$ cat src/rtl/mps_seq_pkg.sv
// Shared constants for the operation-on sequence: step codes seen by the
// system FSM, fault causes, feedback bit positions and small helpers.
package mps_seq_pkg;

    // Step codes; the encoding is the externally visible o_op_on_fsm value.
    typedef enum logic [3:0] {
        ST_IDLE          = 4'd0,
        ST_DIS_OPEN      = 4'd1,
        ST_DIS_SETTLE    = 4'd2,
        ST_DIS_CHECK     = 4'd3,
        ST_SC_ON         = 4'd5,
        ST_SC_SETTLE     = 4'd6,
        ST_CHARGE        = 4'd7,
        ST_MAIN_ON       = 4'd9,
        ST_MAIN_SETTLE   = 4'd10,
        ST_SC_OFF        = 4'd11,
        ST_SC_OFF_SETTLE = 4'd12,
        ST_DONE          = 4'd14,
        ST_FAIL          = 4'd15
    } op_on_step_e;

    // Cause of the last failed run; FLT_NONE after a successful one.
    typedef enum logic [2:0] {
        FLT_NONE        = 3'd0,
        FLT_DIS_OPEN    = 3'd1,
        FLT_SC_ON       = 3'd2,
        FLT_CHG_TIMEOUT = 3'd3,
        FLT_MAIN        = 3'd4,
        FLT_SC_OFF      = 3'd5,
        FLT_ABORT       = 3'd6
    } op_on_fault_e;

    // Contactor auxiliary feedback bit positions.
    localparam int unsigned FB_W    = 3;
    localparam int unsigned FB_MAIN = 0;
    localparam int unsigned FB_SC   = 1;
    localparam int unsigned FB_DIS  = 2;

    // Busy means a run is in progress: not idle and not a terminal code.
    function automatic logic step_busy(input op_on_step_e s);
        return !(s inside {ST_IDLE, ST_DONE, ST_FAIL});
    endfunction

    // Largest of three timing parameters, used to size the shared counter.
    function automatic int unsigned max3(input int unsigned a,
                                         input int unsigned b,
                                         input int unsigned c);
        int unsigned m;
        m = a;
        if (b > m) m = b;
        if (c > m) m = c;
        return m;
    endfunction

endpackage

$ cat src/rtl/mps_sync2.sv
// Two-flop synchronizer for asynchronous level inputs, asynchronous
// active-low clear.
module mps_sync2 #(
    parameter int unsigned WIDTH = 1
) (
    input  logic             clk,
    input  logic             rst_n,
    input  logic [WIDTH-1:0] d,
    output logic [WIDTH-1:0] q
);

    logic [WIDTH-1:0] meta;

    // First stage may go metastable; second stage gives it a cycle to resolve.
    always_ff @(posedge clk or negedge rst_n) begin
        if (!rst_n) begin
            meta <= '0;
            q    <= '0;
        end else begin
            meta <= d;
            q    <= meta;
        end
    end

endmodule

$ cat src/rtl/mps_op_on_seq.sv
// Operation-on step sequencer: opens the discharge contactor, pre-charges
// the DC link through the slow-charge contactor, closes main, drops
// slow-charge, then reports DONE or FAIL for a short hold before idling.
module mps_op_on_seq
    import mps_seq_pkg::*;
#(
    parameter int unsigned T_MC_SETTLE   = 100000,
    parameter int unsigned T_CHG_TIMEOUT = 500000000,
    parameter int unsigned T_HOLD        = 2
) (
    input  logic        i_clk,
    input  logic        i_rst,
    input  logic        i_start,
    input  logic        i_abort,
    input  logic [2:0]  i_mc_fb,
    input  logic [15:0] i_dc_v,
    input  logic [15:0] i_dc_th,
    output logic [3:0]  o_op_on_fsm,
    output logic        o_busy,
    output logic [2:0]  o_fault
);

    // One counter serves settle, charge-timeout and terminal-hold dwell.
    localparam int unsigned CNT_MAX = max3(T_MC_SETTLE, T_CHG_TIMEOUT, T_HOLD);
    localparam int unsigned CNT_W   = (CNT_MAX > 1) ? $clog2(CNT_MAX) : 1;

    localparam logic [CNT_W-1:0] SETTLE_LAST = CNT_W'(T_MC_SETTLE - 1);
    localparam logic [CNT_W-1:0] CHG_LAST    = CNT_W'(T_CHG_TIMEOUT - 1);
    localparam logic [CNT_W-1:0] HOLD_LAST   = CNT_W'(T_HOLD - 1);

    op_on_step_e      state;
    op_on_step_e      state_nxt;
    op_on_fault_e     fault;
    op_on_fault_e     fault_nxt;
    logic             busy;
    logic [CNT_W-1:0] cnt;

    logic [FB_W-1:0]  fb_s;
    logic             dc_ge;

    logic             settle_done;
    logic             chg_expired;
    logic             hold_done;

    mps_sync2 #(
        .WIDTH (FB_W)
    ) u_fb_sync (
        .clk   (i_clk),
        .rst_n (i_rst),
        .d     (i_mc_fb),
        .q     (fb_s)
    );

    // Registered charge-complete compare keeps the 16-bit comparator out of
    // the state-decode path.
    always_ff @(posedge i_clk or negedge i_rst) begin
        if (!i_rst) begin
            dc_ge <= 1'b0;
        end else begin
            dc_ge <= (i_dc_v >= i_dc_th);
        end
    end

    assign settle_done = (cnt == SETTLE_LAST);
    assign chg_expired = (cnt == CHG_LAST);
    assign hold_done   = (cnt == HOLD_LAST);

    // Next-step decode; abort overrides every step except idle and fail.
    always_comb begin
        state_nxt = state;
        fault_nxt = fault;
        if (state == ST_IDLE) begin
            if (i_start && !i_abort) begin
                state_nxt = ST_DIS_OPEN;
                fault_nxt = FLT_NONE;
            end
        end else if (i_abort && (state != ST_FAIL)) begin
            state_nxt = ST_FAIL;
            fault_nxt = FLT_ABORT;
        end else begin
            case (state)
                ST_DIS_OPEN: state_nxt = ST_DIS_SETTLE;
                ST_DIS_SETTLE: begin
                    if (settle_done) state_nxt = ST_DIS_CHECK;
                end
                ST_DIS_CHECK: begin
                    if (fb_s[FB_DIS]) begin
                        state_nxt = ST_SC_ON;
                    end else begin
                        state_nxt = ST_FAIL;
                        fault_nxt = FLT_DIS_OPEN;
                    end
                end
                ST_SC_ON: state_nxt = ST_SC_SETTLE;
                ST_SC_SETTLE: begin
                    if (settle_done) begin
                        if (fb_s[FB_SC]) begin
                            state_nxt = ST_CHARGE;
                        end else begin
                            state_nxt = ST_FAIL;
                            fault_nxt = FLT_SC_ON;
                        end
                    end
                end
                ST_CHARGE: begin
                    // Charge-complete is tested first so it wins a tie with
                    // the timeout on the final cycle.
                    if (dc_ge) begin
                        state_nxt = ST_MAIN_ON;
                    end else if (chg_expired) begin
                        state_nxt = ST_FAIL;
                        fault_nxt = FLT_CHG_TIMEOUT;
                    end
                end
                ST_MAIN_ON: state_nxt = ST_MAIN_SETTLE;
                ST_MAIN_SETTLE: begin
                    if (settle_done) begin
                        if (fb_s[FB_MAIN]) begin
                            state_nxt = ST_SC_OFF;
                        end else begin
                            state_nxt = ST_FAIL;
                            fault_nxt = FLT_MAIN;
                        end
                    end
                end
                ST_SC_OFF: state_nxt = ST_SC_OFF_SETTLE;
                ST_SC_OFF_SETTLE: begin
                    if (settle_done) begin
                        if (!fb_s[FB_SC]) begin
                            state_nxt = ST_DONE;
                        end else begin
                            state_nxt = ST_FAIL;
                            fault_nxt = FLT_SC_OFF;
                        end
                    end
                end
                ST_DONE, ST_FAIL: begin
                    if (hold_done) state_nxt = ST_IDLE;
                end
                default: state_nxt = ST_IDLE;
            endcase
        end
    end

    // Step register with registered busy/fault; dwell counter restarts on
    // every step change and stays cleared while idle.
    always_ff @(posedge i_clk or negedge i_rst) begin
        if (!i_rst) begin
            state <= ST_IDLE;
            fault <= FLT_NONE;
            busy  <= 1'b0;
            cnt   <= '0;
        end else begin
            state <= state_nxt;
            fault <= fault_nxt;
            busy  <= step_busy(state_nxt);
            if ((state_nxt != state) || (state == ST_IDLE)) begin
                cnt <= '0;
            end else begin
                cnt <= cnt + 1'b1;
            end
        end
    end

    assign o_op_on_fsm = state;
    assign o_busy      = busy;
    assign o_fault     = fault;

endmodule

$ cat config.mk
export PLATFORM = sky130hd
export DESIGN_NAME = mps_op_on_seq
export DESIGN_NICKNAME = d
export VERILOG_FILES = /design/src/rtl/mps_seq_pkg.sv /design/src/rtl/mps_sync2.sv /design/src/rtl/mps_op_on_seq.sv
export SDC_FILE = /design/constraint.sdc
export NUM_CORES = 1
export LEC_CHECK = 0
export CAP_MARGIN = 0
export CORE_ASPECT_RATIO = 1.25
export CORE_UTILIZATION = 26
export DETAILED_ROUTE_END_ITERATION = 10
export SLEW_MARGIN = 10
export SYNTH_ARGS = -nofsm -noshare
export SYNTH_HDL_FRONTEND = slang
export SYNTH_SLANG_ARGS = --single-unit
$ cat constraint.sdc
create_clock -name i_clk -period 2.9 [get_ports i_clk]
set_input_delay 0.435 -clock i_clk [delete_from_list [all_inputs] [get_ports i_clk]]
set_output_delay 0.435 -clock i_clk [all_outputs]
set_load 0.05 [all_outputs]
==> results.sh <==
export IMPL_slew_headroom_pct=36.94
export IMPL_avgSynthCellArea_sq_um=8.660
export IMPL_first_iter_violations=84
export IMPL_cts_hold_buf=0
export IMPL_r2r_end="cnt[11]"
export IMPL_ant_nets=0
export IMPL_synth_cell_types=50
export IMPL_cts_root_buf="clkbuf_16"
export IMPL_die_area_sq_um=11420
export IMPL_synth_seq_area_share_pct=38.53
export IMPL_ios=47
export IMPL_setup_tns_ps=0
export IMPL_layout_drive_gt1_share_pct=8.440
export IMPL_setup_viol=0
export IMPL_die_h_microns=119.2
export IMPL_wl_per_cell_microns=13.40
export IMPL_grt_overflow_total=0
export IMPL_ys_warn_count=0
export IMPL_grt_max_degree=45
export IMPL_syn_nets=387
export IMPL_synth_top_area_share_pct=38.53
export IMPL_syn_to_final_growth_pct=31.35
export IMPL_clock_fmax_mhz=376.4
export IMPL_post_cts_resized=0
export IMPL_startpoint="cnt[26]"
export IMPL_clock_sinks=44
export IMPL_placed_area_sq_um=3582
export IMPL_reg2regPathDepth=8
export IMPL_nets=447
export IMPL_core_area_sq_um=10670
export IMPL_syn_inst=330
export IMPL_rows=42
export IMPL_cp_arrival_ps=2870
export IMPL_start_util_pct=26.79
export IMPL_max_cap_violations=0
export IMPL_cts_buffer_depth=2
export IMPL_hold_viol=0
export IMPL_cts_tree="done"
export IMPL_cts_clk_slew_worst_paths_ps=60
export IMPL_synthesis_area_sq_um=2858
export IMPL_vdd_drop_max_mv=0.2934
export IMPL_ys_ff_latch=44
export IMPL_synth_area_leader_cell="dfrtp_1"
export IMPL_cp_cell_sequence="nor4_1 -> nand4_1 -> o31a_1 -> a311o_1 -> o31ai_1 -> o2111ai_2 -> buf_12 -> nor2_1"
export IMPL_yosys_top_cells_area="dfrtp_1 39%, ha_1 7.9%, nor2_1 6.0%"
export IMPL_htree_levels=2
export IMPL_num_vias=2634
export IMPL_worstPathRequired_ps=3110
export IMPL_rsz0062_at_grt="false"
export IMPL_cts_buffers=5
export IMPL_utilization_pct=35.19
export IMPL_postCtsSetupRepairBufs=0
export IMPL_synthFlopType="dfrtp_1"
export IMPL_hp_class="input port to async pin"
export IMPL_grtUsageTotal_pct=13.55
export IMPL_grt_pass1_wl_microns=12160
export IMPL_synth_edf_count=0
export IMPL_critPathBufInv=1
export IMPL_period_needed_ps=2656
export IMPL_r2r_start="cnt[26]"
export IMPL_leakagePower_uw=0.001635
export IMPL_path_delay_family="compound AO/OA/AOI/OAI gates"
export IMPL_power_density_nw_per_um2=710.3
export IMPL_tightest_slew_ps=945.9
export IMPL_cp_max_fo=22
export IMPL_crit_type="flop to flop"
export IMPL_crit_path_start_kind="flop"
export IMPL_crit_slowest_cell="dfrtp_1"
export IMPL_synthArstFlopShare_pct=100.0
export IMPL_grt_pass1_vias=2701
export IMPL_final_area_sq_um=3754
export IMPL_n_antenna_cell=0
export IMPL_ff2ff_setup_slack_ps=240
export IMPL_dp_hpwl_microns=5425
export IMPL_drt_vias_per_instance=5.036
export IMPL_die_x_microns=95.77
export IMPL_gp_congestion=0.8356
export IMPL_drtPass1Iterations=4
export IMPL_clock_latency_ps=280
export IMPL_post_route_period_util_pct=91.60
export IMPL_critical_path_max_stage_delay_ps=420
export IMPL_slew_viol_final=0
export IMPL_end_kind="flop"
export IMPL_skew_ps=8.018
export IMPL_port_buffer_count=46
export IMPL_antenna_found_initial=0
export IMPL_drc=0
export IMPL_status="complete, no violations"
export IMPL_wl_microns=7007
## final cells by class
type | count | area (sq um)
inverters | 23 | 86.33
clock buffers | 6 | 128.9
multi-input cells | 250 | 1619
fillers | 1097 | 6914
flip-flops and latches | 44 | 1101
well taps | 132 | 165.2
repair buffers | 66 | 618.1
clock inverters | 2 | 35.03
## per-layer routing
layer | global-route usage [%] | wire length [microns] | part of all wire (%)
met5 | 0 | 0 | 0
met4 | 4.944 | 191 | 2.7
met3 | 2.810 | 209 | 3.0
met2 | 24.15 | 3661 | 52
met1 | 15.57 | 2944 | 42
## worst max path at each step
stage / endpoint / slack (ps) / depth (start not counted)
floorplan: cnt[22] / 310 / 10
finish: cnt[11] / 240 / 8
detailed placement: dc_ge / 110 / 10
global placement: dc_ge / 100 / 10
global route: cnt[11] / 0.4 / 8
CTS: cnt[11] / 110 / 8
## flip-flops by register name (all words and copies together), names as in the netlist
name	cells
cnt	29
o_op_on_fsm	4
o_fault	3
u_fb_sync.meta	3
u_fb_sync.q	3
dc_ge	1
o_busy	1
## worst register-to-register path: stages, from the launching register on
cell       delay (ps)
dfrtp_1           420
nor4_1            340
nand4_1           250
o31a_1            420
a311o_1           310
o31ai_1           280
o2111ai_2         240
buf_12            220
nor2_1            120
## cells in the final DEF (no fill, tap or decap), types with 10 or more instances in the layout
cell type,synthesis,final
nand4_1,11,11
xor2_1,16,16
a21oi_1,11,11
dfrtp_1,44,44
nor3_1,12,12
ha_1,18,18
nand2_1,20,20
nand3_1,15,15
buf_4,0,19
o21ai_0,13,13
clkdlybuf4s50_1,0,45
nor2_1,46,46
xnor2_1,12,12
inv_1,23,23
a21o_1,10,10
## where the power goes
| group | internal [uW] | total, uW | switching, uW |
|---|---|---|---|
| registers | 673 | 752 | 79.3 |
| logic | 525 | 1290 | 767 |
| clock network | 405 | 623 | 218 |
| total | 1600 | 2670 | 1060 |
## kinds of logic (layout without fill, tap and decap cells)
| logic type | Yosys count | after routing | share of synthesized area, % |
|---|---|---|---|
| flops | 44 | 44 | 38.53 |
| buf+inv | 36 | 97 | 5.035 |
| fa+ha+maj | 18 | 18 | 7.881 |
| xor+xnor | 28 | 28 | 8.581 |
| mux | 1 | 1 | 0.3503 |
| simple gates | 139 | 139 | 24.17 |
| compound gates | 64 | 64 | 15.46 |
## cell usage after synthesis, drive strengths merged, types with 11 or more instances
library cell	instances
nor2	46
inv	23
dfrtp	44
xor2	16
clkbuf	11
nor3	12
a21oi	11
ha	18
nand2	20
nand4	11
nand3	15
o21ai	13
xnor2	12
## metrics by stage
step                      hold slack (ps)  worst slack [ps]  cells  power (uW)
after detailed placement            335.8             106.0    514        2034
after global routing                354.5            0.4421    523        2857
after CTS                           341.1             113.5    522        2674
final                               295.8             243.5    523        2666
after floorplan                     139.4             313.7    330        1614
after global placement              333.1             99.15    514        2017
Power figures use the tool's default switching activity.
